--- src/rtl/gshare_predictor.sv ---
// Gshare branch direction predictor: 2-bit counters indexed by PC ^ global history,
// trained at EX resolution, with saturating branch/mispredict statistics.

module gshare_ctr (
  input  logic       clk,
  input  logic       rst_n,
  input  logic       upd,
  input  logic       taken,
  output logic [1:0] ctr
);
  logic [1:0] ctr_q, ctr_d;

  always_comb begin
    ctr_d = ctr_q;
    if (upd) begin
      if (taken && ctr_q != 2'b11)       ctr_d = ctr_q + 2'd1;
      else if (!taken && ctr_q != 2'b00) ctr_d = ctr_q - 2'd1;
    end
  end

  always_ff @(posedge clk or negedge rst_n) begin
    if (!rst_n) ctr_q <= 2'b01;
    else        ctr_q <= ctr_d;
  end

  assign ctr = ctr_q;
endmodule

module gshare_predictor #(
  parameter int IDX_W = 6,
  parameter int GHR_W = 6,
  parameter int PC_W  = 32,
  parameter int CNT_W = 32
) (
  input  logic             clk,
  input  logic             rst_n,
  input  logic [PC_W-1:0]  pc_if,
  output logic             pred_bit,
  output logic [IDX_W-1:0] pred_idx,
  input  logic             en_ex,
  input  logic             pcsrc_ex,
  input  logic [IDX_W-1:0] idx_ex,
  input  logic             miss_ex,
  output logic [CNT_W-1:0] br_count,
  output logic [CNT_W-1:0] miss_count,
  output logic [GHR_W-1:0] ghr
);
  localparam int DEPTH = 1 << IDX_W;

  logic [DEPTH-1:0][1:0] tbl;
  logic [GHR_W-1:0]      ghr_q, ghr_d;
  logic [CNT_W-1:0]      br_q, br_d, miss_q, miss_d;
  logic [IDX_W-1:0]      ghr_ext;
  logic                  unused_pc;

  // Word-aligned PC: low two bits and bits above the index never reach the table.
  assign unused_pc = ^{pc_if[PC_W-1:IDX_W+2], pc_if[1:0]};

  always_comb begin
    ghr_ext = '0;
    ghr_ext[GHR_W-1:0] = ghr_q;
  end

  assign pred_idx = pc_if[IDX_W+1:2] ^ ghr_ext;
  // Read reflects state at start of cycle; a same-entry write lands next cycle.
  assign pred_bit = tbl[pred_idx][1];

  for (genvar g = 0; g < DEPTH; g++) begin : g_tbl
    gshare_ctr u_ctr (
      .clk   (clk),
      .rst_n (rst_n),
      .upd   (en_ex && (idx_ex == IDX_W'(g))),
      .taken (pcsrc_ex),
      .ctr   (tbl[g])
    );
  end

  always_comb begin
    ghr_d  = ghr_q;
    br_d   = br_q;
    miss_d = miss_q;
    if (en_ex) begin
      ghr_d = (ghr_q << 1) | GHR_W'(pcsrc_ex);
      if (br_q != '1)             br_d   = br_q + 1'b1;
      if (miss_ex && miss_q != '1) miss_d = miss_q + 1'b1;
    end
  end

  always_ff @(posedge clk or negedge rst_n) begin
    if (!rst_n) begin
      ghr_q  <= '0;
      br_q   <= '0;
      miss_q <= '0;
    end else begin
      ghr_q  <= ghr_d;
      br_q   <= br_d;
      miss_q <= miss_d;
    end
  end

  assign ghr        = ghr_q;
  assign br_count   = br_q;
  assign miss_count = miss_q;
endmodule

--- config.mk ---
export PLATFORM = sky130hd
export DESIGN_NAME = gshare_predictor
export DESIGN_NICKNAME = d
export VERILOG_FILES = /design/src/rtl/gshare_predictor.sv
export SDC_FILE = /design/constraint.sdc
export NUM_CORES = 1
export LEC_CHECK = 0
export CAP_MARGIN = 5
export CORE_MARGIN = 5
export CORE_UTILIZATION = 35
export CTS_CLUSTER_SIZE = 24
export DETAILED_ROUTE_END_ITERATION = 7
export PLACE_DENSITY = 0.65
export SYNTH_ARGS = -nofsm -noshare
export SYNTH_HDL_FRONTEND = slang
export SYNTH_SLANG_ARGS = --single-unit
--- constraint.sdc ---
create_clock -name clk -period 3.15 [get_ports clk]
set_clock_uncertainty 0.15 [all_clocks]
set_input_delay 0.7875 -clock clk [delete_from_list [all_inputs] [get_ports clk]]
set_output_delay 0.7875 -clock clk [all_outputs]
set_load 0.005 [all_outputs]
==> results.md <==
- The flow ran to the end, but the final reports show violations.
- The final reports fail on negative setup slack.
- The non-filler instance count after layout is 1,724.
- The critical path in this run is classified as primary input to output pin.
- The first global-routing pass estimated 47.64 mm of wire.
- The final hold violation count is 0.
- The data required time of the worst path is 2.21 ns.
- Counting flops with a built-in enable in the synthesized netlist gives 0.
- In this run the clock root is driven by a clkbuf_16.
- The switching share of power is 28.02%.
- The netlist uses 56 different library cells.
- Summing all placed instances gives a cell area of 12,540 um^2.
- The area used by sequential logic in the layout is 5036 um^2.
- Detailed routing inserted a total of 9,384 vias.
- The number of input and output port buffers inserted is 93.
- The count of hold-fix buffers inserted at cts is 0.
- The endpoint of the worst-slack reg-to-reg timing path is br_count[26]$_DFFE_PN0P_.
- The TritonCTS clock tree is built.
- For the worst setup path, the data arrival time is 2.64 ns.
- The post-place setup slack is -1.211 ns.
- On the final layout, the worst hold slack is 0.2024 ns.
- The post-detailed-placement half-perimeter wirelength is 20.81 mm.
- The final-stage net count is 1,366.
- The power density relative to cell area is 503.6 nW/um^2.
- The total global routing track utilization is 17.36%.
- TritonCTS created 17 clock buffers.
- The worst supply voltage drop on vdd is 0.3103 mV.
- The multi-input combinational cells in the finished layout cover a total of 5354 um^2.
- The pin count of the biggest net entering global routing is 65.
- The number of storage elements in the synthesis netlist is 198.
- The slowest cell on the critical path is mux4_2.
- The final setup slack of the worst path is -0.4255 ns.
- The fraction of layout cells with a size suffix above 1 is 16.49%.
- For this design the total switching power over the nets is 1867 uW.
- After global routing the overflow that remains totals 0.
- In this run the cell area of the synthesized design comes to 10,550 um^2.
- The path class of the tightest hold or removal check is primary input to asynchronous set/reset pin.
- The average vias per placed instance is 5.443.
- The clock network burns 35.7% of the power.
- The cell with the most instances on the worst path is buf_2.
- Setup repair after global routing could not meet its margin everywhere.
- In the synthesized netlist the dominant register cell turns out to be dfrtp_1.
- Sequential cells account for 45.7% of the total power.
- The count of clock tree sinks is 198.
- The buffering stage count on the worst path with inverters included is 4.
- The final RePlAce weighted congestion is 0.8658.
- In this design, the stage delay of the slowest critical-path cell is 0.49 ns.
- The worst-path maximum fanout is 5.
- The total internal power is 4797 uW.
- The area growth from synthesis to layout is 25.47%.
- The category of the worst setup path launch point is a primary input.
- Among cell families on the critical path, the largest total delay comes from multiplexers.
- For the pin with the worst max-slew slack, the measured transition is 0.6129 ns.
- In this run the count of I/O pins placed on the die edge is 120.
- The routed wire length per instance is 16.72 um.
- The number of placement rows is 63.
- The area of the core region is 29,720 um^2.
- The number of pins exceeding their max-slew limit in the final report is 0.
- In this run the static leakage power is 0.004939 uW.
- The initial utilization of the core area, before any placement, comes to 35.49%.
- The design area is 13,230 um^2.
- The total number of yosys warnings is 0.
- The DRC violations left is 0.
- The achievable frequency is 279.7 MHz.
- The routed wire length is 28.83 mm.
- The area of the die is 33,710 um^2.
- The H-tree was split into 4 levels.
- Dividing the final minimum period by the clock period gives 113.5%.
- The clock network latency to the later pin of the worst-skew pair is 0.44 ns.
- For this block, the initial DRC count from the detailed router was 604.
- The type of element capturing the critical path is an output pin.
- The repair_antennas step left the layout with diodes totalling 0.
- Synthesis produced a netlist whose cell count is 1,165.
- For flop-to-flop paths, the worst setup slack is 0.78 ns.
- Combinational logic burns 18.6% of the power.
- Walking the worst path, the cells encountered are buf_2 > xnor2_4 > buf_12 > inv_6 > mux4_2 > mux2_4 > o22ai_2 > o211ai_1 > and3_1 > buf_2.
- After clock tree synthesis, the clock-pin slew on the worst setup and hold paths is 0.07 ns.
- The worst max-slew margin expressed relative to the limit is 58.87%.
- The post-placement cell count is 1,688.
- The die extent in y is 183.6 um.
- The number of antenna violations at the first check in global routing is 1.
- The final setup violation count is 1.
- The worst reg2reg path depth is 7.
- The post-layout minimum cycle time is 3.575 ns.
- The number of filler instances in the final layout is 2,826.
- Summing the sequential cell areas from Yosys gives 47.73% of the chip area.
- The via count of the first global-routing pass is 9,124.
- The remaining number of nets flagged by the antenna check after routing is 0.
- The async set-reset flop share out of synthesis is 100.0%.
- The number of nets in the synthesized netlist is 1,210.
- The clock passes through at most 2 buffers.
- The total iterations of the first detailed-routing run is 5.
- The number of maximum-capacitance constraint violations is 0.
- Measured along the x axis, the die boundary spans 183.6 um.
- In this run the critical register-to-register path is launched from br_count[0]$_DFFE_PN0P_.
- The post-synthesis average cell area is 9.054 um^2.
[metal layers]
metal,global-route usage (%),share of wire [%],wire length (um),vias to the layer above
li1,-,-,-,4555
met1,23.11,46,13150,4591
met2,29.21,48,13870,201
met3,2.849,4.0,1160,37
met4,5.215,2.3,659,0
met5,0,0,0,-
[power by group through the flow]
stage               Combinational (uW)  Sequential [uW]  Clock (uW)
floorplan                          539             3040           0
global placement                  1200             3070           0
detailed placement                1220             3080           0
CTS                               1250             3040        2440
global route                      1350             3080        2540
finish                            1240             3040        2380
[cell type report]
cell class	instances	share of cell area, %
inverter	16	0.4916
clock inverter	13	1.484
tap	390	3.687
clock buffer	19	3.271
timing repair buffer	176	12.56
multi-input combinational	912	40.46
sequential	198	38.05
[what timing repair did]
action | in CTS | in global routing
setup endpoints to repair | 5 | 1
buffers inserted | 4 | 0
endpoints found under the hold margin | 0 | 0
gates resized for setup | 24 | 0
pin swaps | 8 | 3
[stage by stage]
step / total power [uW] / util, % / TNS (ns)
finish: 6664 / 44.53 / -0.4255
global route: 6979 / 44.53 / -0.4753
CTS: 6738 / 44.53 / -0.4401
detailed placement: 4306 / 42.21 / -2.030
global placement: 4275 / 42.21 / -1.946
floorplan: 3582 / - / -0.009259
[state kept, by name, summed over array words and instances, names as in the netlist]
name and flops:
br_count 32, g_tbl.u_ctr.ctr 128, miss_count 32, ghr 6
[layout by cell type (no fill, tap or decap), types with 3 or more instances in the layout]
cell type        Yosys  layout
mux4_1               3       3
nor2_1             148     148
o31ai_1             25      25
inv_2                1       3
mux4_2               7       7
or2_2                3       3
dlygate4sd2_1        0       3
nor3b_1             19      18
and2_1               4       4
and3_1              13      13
dfstp_2             64      64
inv_6                0       5
o211ai_1             7       7
a211oi_1            14      14
clkdlybuf4s50_1      0      86
buf_4                2      74
nand4_1             28      28
a31oi_1             24      24
xor2_1              21      20
nand3_1             32      32
nand2_1            104     104
nor2b_1              4       4
bufinv_16            0       4
dfrtp_1            134     133
and4_1              10      10
mux2_2              12      11
a21oi_1            130     130
o21ai_0            174     174
nand2b_1             4       4
xnor2_1             42      40
clkbuf_16            0      17
inv_1               14      12
nand3b_1            27      27
nor3_1              21      21
mux2i_1             10      10
buf_12               0       9
[logic make-up after synthesis]
kind of cell               count (synthesis)  share of synthesized area [%]
AOI/OAI and AO/OA                        389                          20.34
xor gates and xnor gates                  65                          5.647
adders and majority gates                  2                         0.2372
buffers and inverters                     55                          2.076
DFF                                      198                          47.73
muxes                                     32                          4.472
and+or+nand+nor                          424                          19.49
[worst register-to-register path: stages, from the launching register on]
cell and delay [ns]:
dfrtp_1 0.40, ha_1 0.23, nand3_1 0.09, nor3_1 0.42, nand3_1 0.20, nor3b_2 0.43
nand4_1 0.18, xnor2_1 0.15
[cell usage after synthesis, drive strengths merged (21+ instances only)]
library cell,instances,area [um^2]
a21oi,130,650.6
a31oi,24,150.1
clkbuf,32,120.1
dfrtp,134,3353
dfstp,64,1682
nand2,104,390.4
nand3,32,160.2
nand3b,27,202.7
nand4,28,175.2
nor2,148,555.5
nor3,21,105.1
o21ai,175,875.8
o31ai,25,187.7
xnor2,44,411.7
xor2,21,183.9
[worst max path at each step]
stage                                   from  endpoint  slack (ns)  cells past startpoint
after floorplan                     pc_if[2]  pred_bit      -0.009                      6
after global placement              pc_if[2]  pred_bit       -1.16                      8
after detailed placement            pc_if[2]  pred_bit       -1.21                      8
after CTS                 ghr[0]$_DFFE_PN0P_  pred_bit       -0.44                      7
after global routing      ghr[0]$_DFFE_PN0P_  pred_bit       -0.48                      7
final                               pc_if[3]  pred_bit       -0.43                     10
Note: power is estimated with default switching activity, not from simulation.
